**config.mk**
```make
export PLATFORM = sky130hd
export DESIGN_NAME = psl_cmd_responder
export DESIGN_NICKNAME = d
export VERILOG_FILES = /design/src/rtl/capi_pkg.sv /design/src/rtl/cmd_tag_fifo.sv /design/src/rtl/psl_cmd_responder.sv
export SDC_FILE = /design/constraint.sdc
export NUM_CORES = 2
export LEC_CHECK = 0
export CAP_MARGIN = 10
export CORE_UTILIZATION = 55
export CTS_BUF_LIST = sky130_fd_sc_hd__clkbuf_4
export DETAILED_ROUTE_END_ITERATION = 10
export HOLD_SLACK_MARGIN = 0.05
export PLACE_DENSITY = 0.72
export SYNTH_ARGS = -nofsm -noshare
export SYNTH_HDL_FRONTEND = slang
export SYNTH_SLANG_ARGS = --single-unit
```
**constraint.sdc**
```tcl
create_clock -name ha_pclock -period 18.5 [get_ports ha_pclock]
set_clock_uncertainty 0.1 [all_clocks]
set_input_delay 4.625 -clock ha_pclock [delete_from_list [all_inputs] [get_ports ha_pclock]]
set_output_delay 4.625 -clock ha_pclock [all_outputs]
set_load 0.02 [all_outputs]
```
**src/rtl/capi_pkg.sv**
```systemverilog
// Shared CAPI command/response definitions for the PSL-side responder.
// Response codes, the queued response entry and the parity helper.
package capi_pkg;

    localparam int TS_W_MAX = 32;

    localparam logic [0:7] RSP_DONE   = 8'h00;
    localparam logic [0:7] RSP_AERROR = 8'h01;
    localparam logic [0:7] RSP_FAILED = 8'h08;

    // ts is sized for the widest supported counter; narrower builds zero-extend.
    typedef struct packed {
        logic [0:7]          tag;
        logic [0:7]          code;
        logic [TS_W_MAX-1:0] ts;
    } rsp_entry_t;

    function automatic logic odd_parity(input logic [15:0] v);
        return ~^v;
    endfunction

endpackage

```
**src/rtl/cmd_tag_fifo.sv**
```systemverilog
// Synchronous FIFO of pending response entries.
// A push is accepted while full only when a pop happens in the same cycle.
module cmd_tag_fifo
    import capi_pkg::*;
#(
    parameter  int DEPTH = 64,
    localparam int AW    = $clog2(DEPTH)
) (
    input  logic         clk,
    input  logic         rst_n,
    input  logic         push_i,
    input  rsp_entry_t   entry_i,
    input  logic         pop_i,
    output rsp_entry_t   entry_o,
    output logic         full_o,
    output logic         empty_o,
    output logic [AW:0]  count_o
);

    rsp_entry_t mem_q [DEPTH];

    logic [AW-1:0] wr_q, wr_d;
    logic [AW-1:0] rd_q, rd_d;
    logic [AW:0]   cnt_q, cnt_d;
    logic          do_push;
    logic          do_pop;

    assign full_o  = (cnt_q == (AW+1)'(DEPTH));
    assign empty_o = (cnt_q == '0);
    assign count_o = cnt_q;
    assign entry_o = mem_q[rd_q];

    assign do_pop  = pop_i && !empty_o;
    assign do_push = push_i && (!full_o || do_pop);

    always_comb begin
        wr_d  = wr_q;
        rd_d  = rd_q;
        cnt_d = cnt_q;
        if (do_push) wr_d = wr_q + 1'b1;
        if (do_pop)  rd_d = rd_q + 1'b1;
        unique case ({do_push, do_pop})
            2'b10:   cnt_d = cnt_q + (AW+1)'(1);
            2'b01:   cnt_d = cnt_q - (AW+1)'(1);
            default: cnt_d = cnt_q;
        endcase
    end

    always_ff @(posedge clk or negedge rst_n) begin
        if (!rst_n) begin
            wr_q  <= '0;
            rd_q  <= '0;
            cnt_q <= '0;
        end else begin
            wr_q  <= wr_d;
            rd_q  <= rd_d;
            cnt_q <= cnt_d;
        end
    end

    always_ff @(posedge clk) begin
        if (do_push) mem_q[wr_q] <= entry_i;
    end

endmodule

```
**src/rtl/psl_cmd_responder.sv**
```systemverilog
// PSL-side responder for the CAPI ah_c*/ha_r* buses: checks each AFU
// command and returns its tag in order after a minimum latency.
module psl_cmd_responder
    import capi_pkg::*;
#(
    parameter int CROOM       = 64,
    parameter int RSP_LATENCY = 4,
    parameter int TS_W        = 16
) (
    input  logic        ha_pclock,
    input  logic        rstn,
    input  logic        parity_en,
    input  logic        ah_cvalid,
    input  logic [0:7]  ah_ctag,
    input  logic        ah_ctagpar,
    input  logic [0:12] ah_com,
    input  logic        ah_compar,
    input  logic [0:63] ah_cea,
    input  logic [0:11] ah_csize,
    output logic [0:7]  ha_croom,
    output logic        ha_rvalid,
    output logic [0:7]  ha_rtag,
    output logic        ha_rtagpar,
    output logic [0:7]  ha_response,
    output logic [0:8]  ha_rcredits,
    output logic [0:1]  ha_rcachestate,
    output logic [0:12] ha_rcachepos,
    output logic        overflow_err
);

    localparam int AW = $clog2(CROOM);
    localparam logic [TS_W_MAX-1:0] TS_MASK =
        TS_W_MAX'((64'd1 << TS_W) - 64'd1);

    logic [TS_W-1:0] ts_q, ts_d;
    logic            rvalid_q, rvalid_d;
    logic [0:7]      rtag_q, rtag_d;
    logic            rtagpar_q, rtagpar_d;
    logic [0:7]      rcode_q, rcode_d;
    logic            ovf_q, ovf_d;

    logic [11:0]     size_m1;
    logic            par_bad;
    logic            size_ok;
    logic            misalign;
    logic [0:7]      cmd_code;

    rsp_entry_t          new_entry;
    rsp_entry_t          head;
    logic                fifo_full;
    logic                fifo_empty;
    logic [AW:0]         unused_count;
    logic                unused_cea;
    logic [TS_W_MAX-1:0] age;
    logic                issue;
    logic                push;

    assign unused_cea = ^ah_cea[0:55];

    always_comb begin
        size_m1  = ah_csize - 12'd1;
        par_bad  = parity_en &&
                   ((ah_ctagpar != odd_parity(16'(ah_ctag))) ||
                    (ah_compar  != odd_parity(16'(ah_com))));
        size_ok  = (ah_csize != '0) &&
                   ((ah_csize & size_m1) == '0) &&
                   (ah_csize <= 12'd128);
        misalign = |(ah_cea[56:63] & size_m1[7:0]);
        if (par_bad)
            cmd_code = RSP_FAILED;
        else if (!size_ok || misalign)
            cmd_code = RSP_AERROR;
        else
            cmd_code = RSP_DONE;
    end

    assign new_entry.tag  = ah_ctag;
    assign new_entry.code = cmd_code;
    assign new_entry.ts   = TS_W_MAX'(ts_q);

    // Modular age, so a counter wrap between push and issue is harmless.
    assign age   = (TS_W_MAX'(ts_q) - head.ts) & TS_MASK;
    assign issue = !fifo_empty && (age >= TS_W_MAX'(RSP_LATENCY));
    assign push  = ah_cvalid && (!fifo_full || issue);

    cmd_tag_fifo #(
        .DEPTH (CROOM)
    ) u_fifo (
        .clk     (ha_pclock),
        .rst_n   (rstn),
        .push_i  (push),
        .entry_i (new_entry),
        .pop_i   (issue),
        .entry_o (head),
        .full_o  (fifo_full),
        .empty_o (fifo_empty),
        .count_o (unused_count)
    );

    always_comb begin
        ts_d      = ts_q + TS_W'(1);
        rvalid_d  = issue;
        rtag_d    = rtag_q;
        rtagpar_d = rtagpar_q;
        rcode_d   = rcode_q;
        ovf_d     = ovf_q | (ah_cvalid && fifo_full && !issue);
        if (issue) begin
            rtag_d    = head.tag;
            rtagpar_d = odd_parity(16'(head.tag));
            rcode_d   = head.code;
        end
    end

    always_ff @(posedge ha_pclock or negedge rstn) begin
        if (!rstn) begin
            ts_q      <= '0;
            rvalid_q  <= 1'b0;
            rtag_q    <= '0;
            rtagpar_q <= 1'b1;
            rcode_q   <= '0;
            ovf_q     <= 1'b0;
        end else begin
            ts_q      <= ts_d;
            rvalid_q  <= rvalid_d;
            rtag_q    <= rtag_d;
            rtagpar_q <= rtagpar_d;
            rcode_q   <= rcode_d;
            ovf_q     <= ovf_d;
        end
    end

    assign ha_croom       = 8'(CROOM);
    assign ha_rvalid      = rvalid_q;
    assign ha_rtag        = rtag_q;
    assign ha_rtagpar     = rtagpar_q;
    assign ha_response    = rcode_q;
    assign ha_rcredits    = {8'd0, rvalid_q};
    assign ha_rcachestate = '0;
    assign ha_rcachepos   = '0;
    assign overflow_err   = ovf_q;

endmodule

```
==> impl_metrics.ini <==
[power_and_ir_drop]
peakVddDrop_mv = 0.3160
finalPower_mw = 10.34
leakage_nw = 23.66
power_density_mw_per_mm2 = 137.5

[yosys]
synthXorXnorAreaFrac_pct = 0.9108
synthSimpleGateAreaFrac_pct = 1.422
yosys_warnings = 0
synthCells = 3030
synth-edff-count = 1664
synth.avg_cell_area_sq_um = 22.13
synth_top_family_by_area = multiplexers
async_reset_ff_share_pct = 2.804
synth_compound_gate_area_share_pct = 2.200
ys_seq_area_share_pct = 76.33
synth_top_area_cell = edfxtp_1
syn-cell-area_sq_mm = 0.06704
synth.distinct_cells = 65
synth_seq_cells = 1712
synth_mux_area_share_pct = 16.87
synth.area.top_cells = edfxtp_1, mux4_2, mux2i_1, dfrtp_1, xnor2_1
synthFlopType = edfxtp_1
synthAdderAreaFrac_pct = 0.6569
synth_top_area_share_pct = 74.53

[sta]
tightest_slew_ns = 1.295
rsz0062_at_grt = false
setup-tns-final_ns = 0
hold_viol = 0
slew_headroom_pct = 13.49
fmax_ghz = 0.09783
setup_viol = 0
maxSlewViolCount = 0
fin_crit_sh_pct = 55.25
period_needed_ns = 10.22

[cts]
cts_buffers = 418
cts_root_buf = clkbuf_4
clk_pin_slew_ns = 0.07
cts_setup_buffers = 0
cts_tree = built
clk_latency_ns = 1.26
cts_max_path_buffers = 4
cts_resized = 0
cts_max_level = 5
cts_num_sinks = 1712
cts_hold_buf = 0

[setup_path]
path_cells = buf_12 -> buf_4 -> mux4_2 -> mux4_2 -> mux4_2 -> inv_1 -> ha_1 -> nor2b_1 -> o2111ai_1 -> a2111oi_0 -> nor3_1 -> o21ai_0 -> xor2_2 -> o41a_1 -> nand3_1 -> nor2_4
end_kind = flop
max_stage_delay_ns = 1.28
crit_path_top_delay_cell = nor2_4
crit_arrival_ns = 10.90
rrSetupSlack_ns = 8.28
cpMostUsedCell = mux4_2
path_max_fanout = 99
critPathKind = flop to flop
worstPathRequired_ns = 19.18
cp-start-kind = flop

[die]
die-area_sq_mm = 0.1233
die_h_microns = 351.1
rows = 127
die_w_microns = 351.1
io_pins = 154
core_sq_mm = 0.1204
initial_core_util_pct = 55.66

[place]
io_buffer_count = 60
dp_hpwl_microns = 81410
placed_cells = 4619
place.gp.congestion = 0.8360

[global_routing]
grt_pass1_wl_microns = 223200
grt_max_degree = 119
grt_usage_pct = 25.38
antenna_found_initial = 9
grt_pass1_vias = 34683
grt.overflow.total = 0

[run_status]
status = finished clean

[drt]
wirelength_microns = 153000
vias = 33444
drc_errors = 0
wl_per_cell_microns = 28.60
drt-initial-drc-count = 3771
routed_via_density = 6.255
antenna_left = 0
first_pass_iters = 8

[cells_and_area]
finalCoreUtilization_pct = 62.44
syn_to_final_growth_pct = 12.18
filler_cell_count = 8126
drive_above_1_share_pct = 34.09
final_cells = 5347
fin_nets = 3564

[run]
cap_violations = 0

[min_path]
hp-class = flop to flop
where the power goes:
| part | leakage [nW] | internal (mW) | switching [mW] |
|---|---|---|---|
| clock network | 3.10 | 1.58 | 1.43 |
| logic | 5.47 | 1.18 | 1.55 |
| registers | 15.1 | 4.42 | 0.172 |
worst max-delay path: cells and delay by family, from the launching register on:
| family | cells | cell delay (ns) |
|---|---|---|
| AND/OR/NAND/NOR | 4 | 2.50 |
| AO/OA/AOI/OAI | 4 | 2.19 |
| multiplexers | 3 | 1.63 |
| buffers and inverters | 3 | 1.46 |
| flip-flops | 1 | 1.00 |
| XOR/XNOR | 1 | 0.34 |
| adder cells (fa/ha/maj) | 1 | 0.14 |
cells in the final DEF (no fill, tap or decap), drive strengths merged, types with 50 or more instances in the layout:
| cell type | instances |
|---|---|
| xnor2 | 52 |
| buf | 86 |
| o21ai | 50 |
| mux4 | 446 |
| nor2 | 82 |
| clkbuf | 606 |
| clkdlybuf4s50 | 51 |
| mux2i | 122 |
| edfxtp | 1664 |
| clkinv | 109 |
layout make-up:
cell class / instances / area [sq um] / share of cell area (%)
sequential: 1712 / 51200 / 68.09
multi-input combinational: 1118 / 15450 / 20.55
clock buffer: 606 / 4549 / 6.049
tap: 1612 / 2017 / 2.682
timing repair buffer: 137 / 1171 / 1.557
clock inverter: 121 / 651.9 / 0.8668
inverter: 40 / 155.1 / 0.2063
antenna: 1 / 2.502 / 0.003328
cells by family after synthesis:
family                     count (synthesis)
AOI/OAI and AO/OA                        216
xor gates and xnor gates                  68
adders and majority gates                 34
buffers and inverters                    235
DFF                                     1712
muxes                                    572
other                                      2
and+or+nand+nor                          191
cells in the mapped netlist (15+ instances only):
library cell  number
inv_1             40
edfxtp_1        1664
o221ai_1          31
clkbuf_1          71
nor2_1            82
a21oi_1           48
xor2_1            15
mux2i_1          122
o21ai_0           49
buf_4             39
nand2_1           39
buf_1             60
a221oi_1          38
xnor2_1           51
ha_1              32
buf_2             23
mux4_2           446
dfrtp_1           47
final timing paths:
path | start | end | depth (start not counted)
max in group asynchronous | rstn | u_fifo.rd_q[2] | 2
min in group asynchronous | rstn | u_fifo.count_o[2] | 2
worst max register to register | u_fifo.rd_q[0] | u_fifo.mem_q[17][19] | 16
worst min-delay path | ha_rtag[2] | ha_rtag[2] | 2
worst min register to register | ha_rtag[2] | ha_rtag[2] | 2
worst max-delay path | u_fifo.rd_q[0] | u_fifo.mem_q[17][19] | 16
metrics by stage:
| stage | cell area, sq um | setup slack [ns] | hold slack (ns) |
|---|---|---|---|
| 2_1_floorplan | 67170 | 8.048 | 0.3681 |
| 5_1_grt | 75200 | 7.793 | 0.4216 |
| 4_1_cts | 75200 | 8.324 | 0.3915 |
| 6_report | 75200 | 8.278 | 0.3887 |
| 3_3_place_gp | 70000 | 8.730 | 0.3730 |
| 3_5_place_dp | 70000 | 8.409 | 0.3767 |
sequential cells by signal (all words and copies together), names as in the netlist, 2 cells and up:
name	flops
ts_q	16
u_fifo.rd_q	6
u_fifo.mem_q	1664
ha_response	2
u_fifo.wr_q	6
u_fifo.count_o	7
ha_rtag	8
routing by layer:
metal  wire, microns  part of all wire [%]  track usage (%)
met5              47                 0.031                0
met4            2624                   1.7            7.507
met3           15490                    10            6.055
met2           76510                    50            41.19
met1           58270                    38            34.56
(Power assumes the default switching activity.)
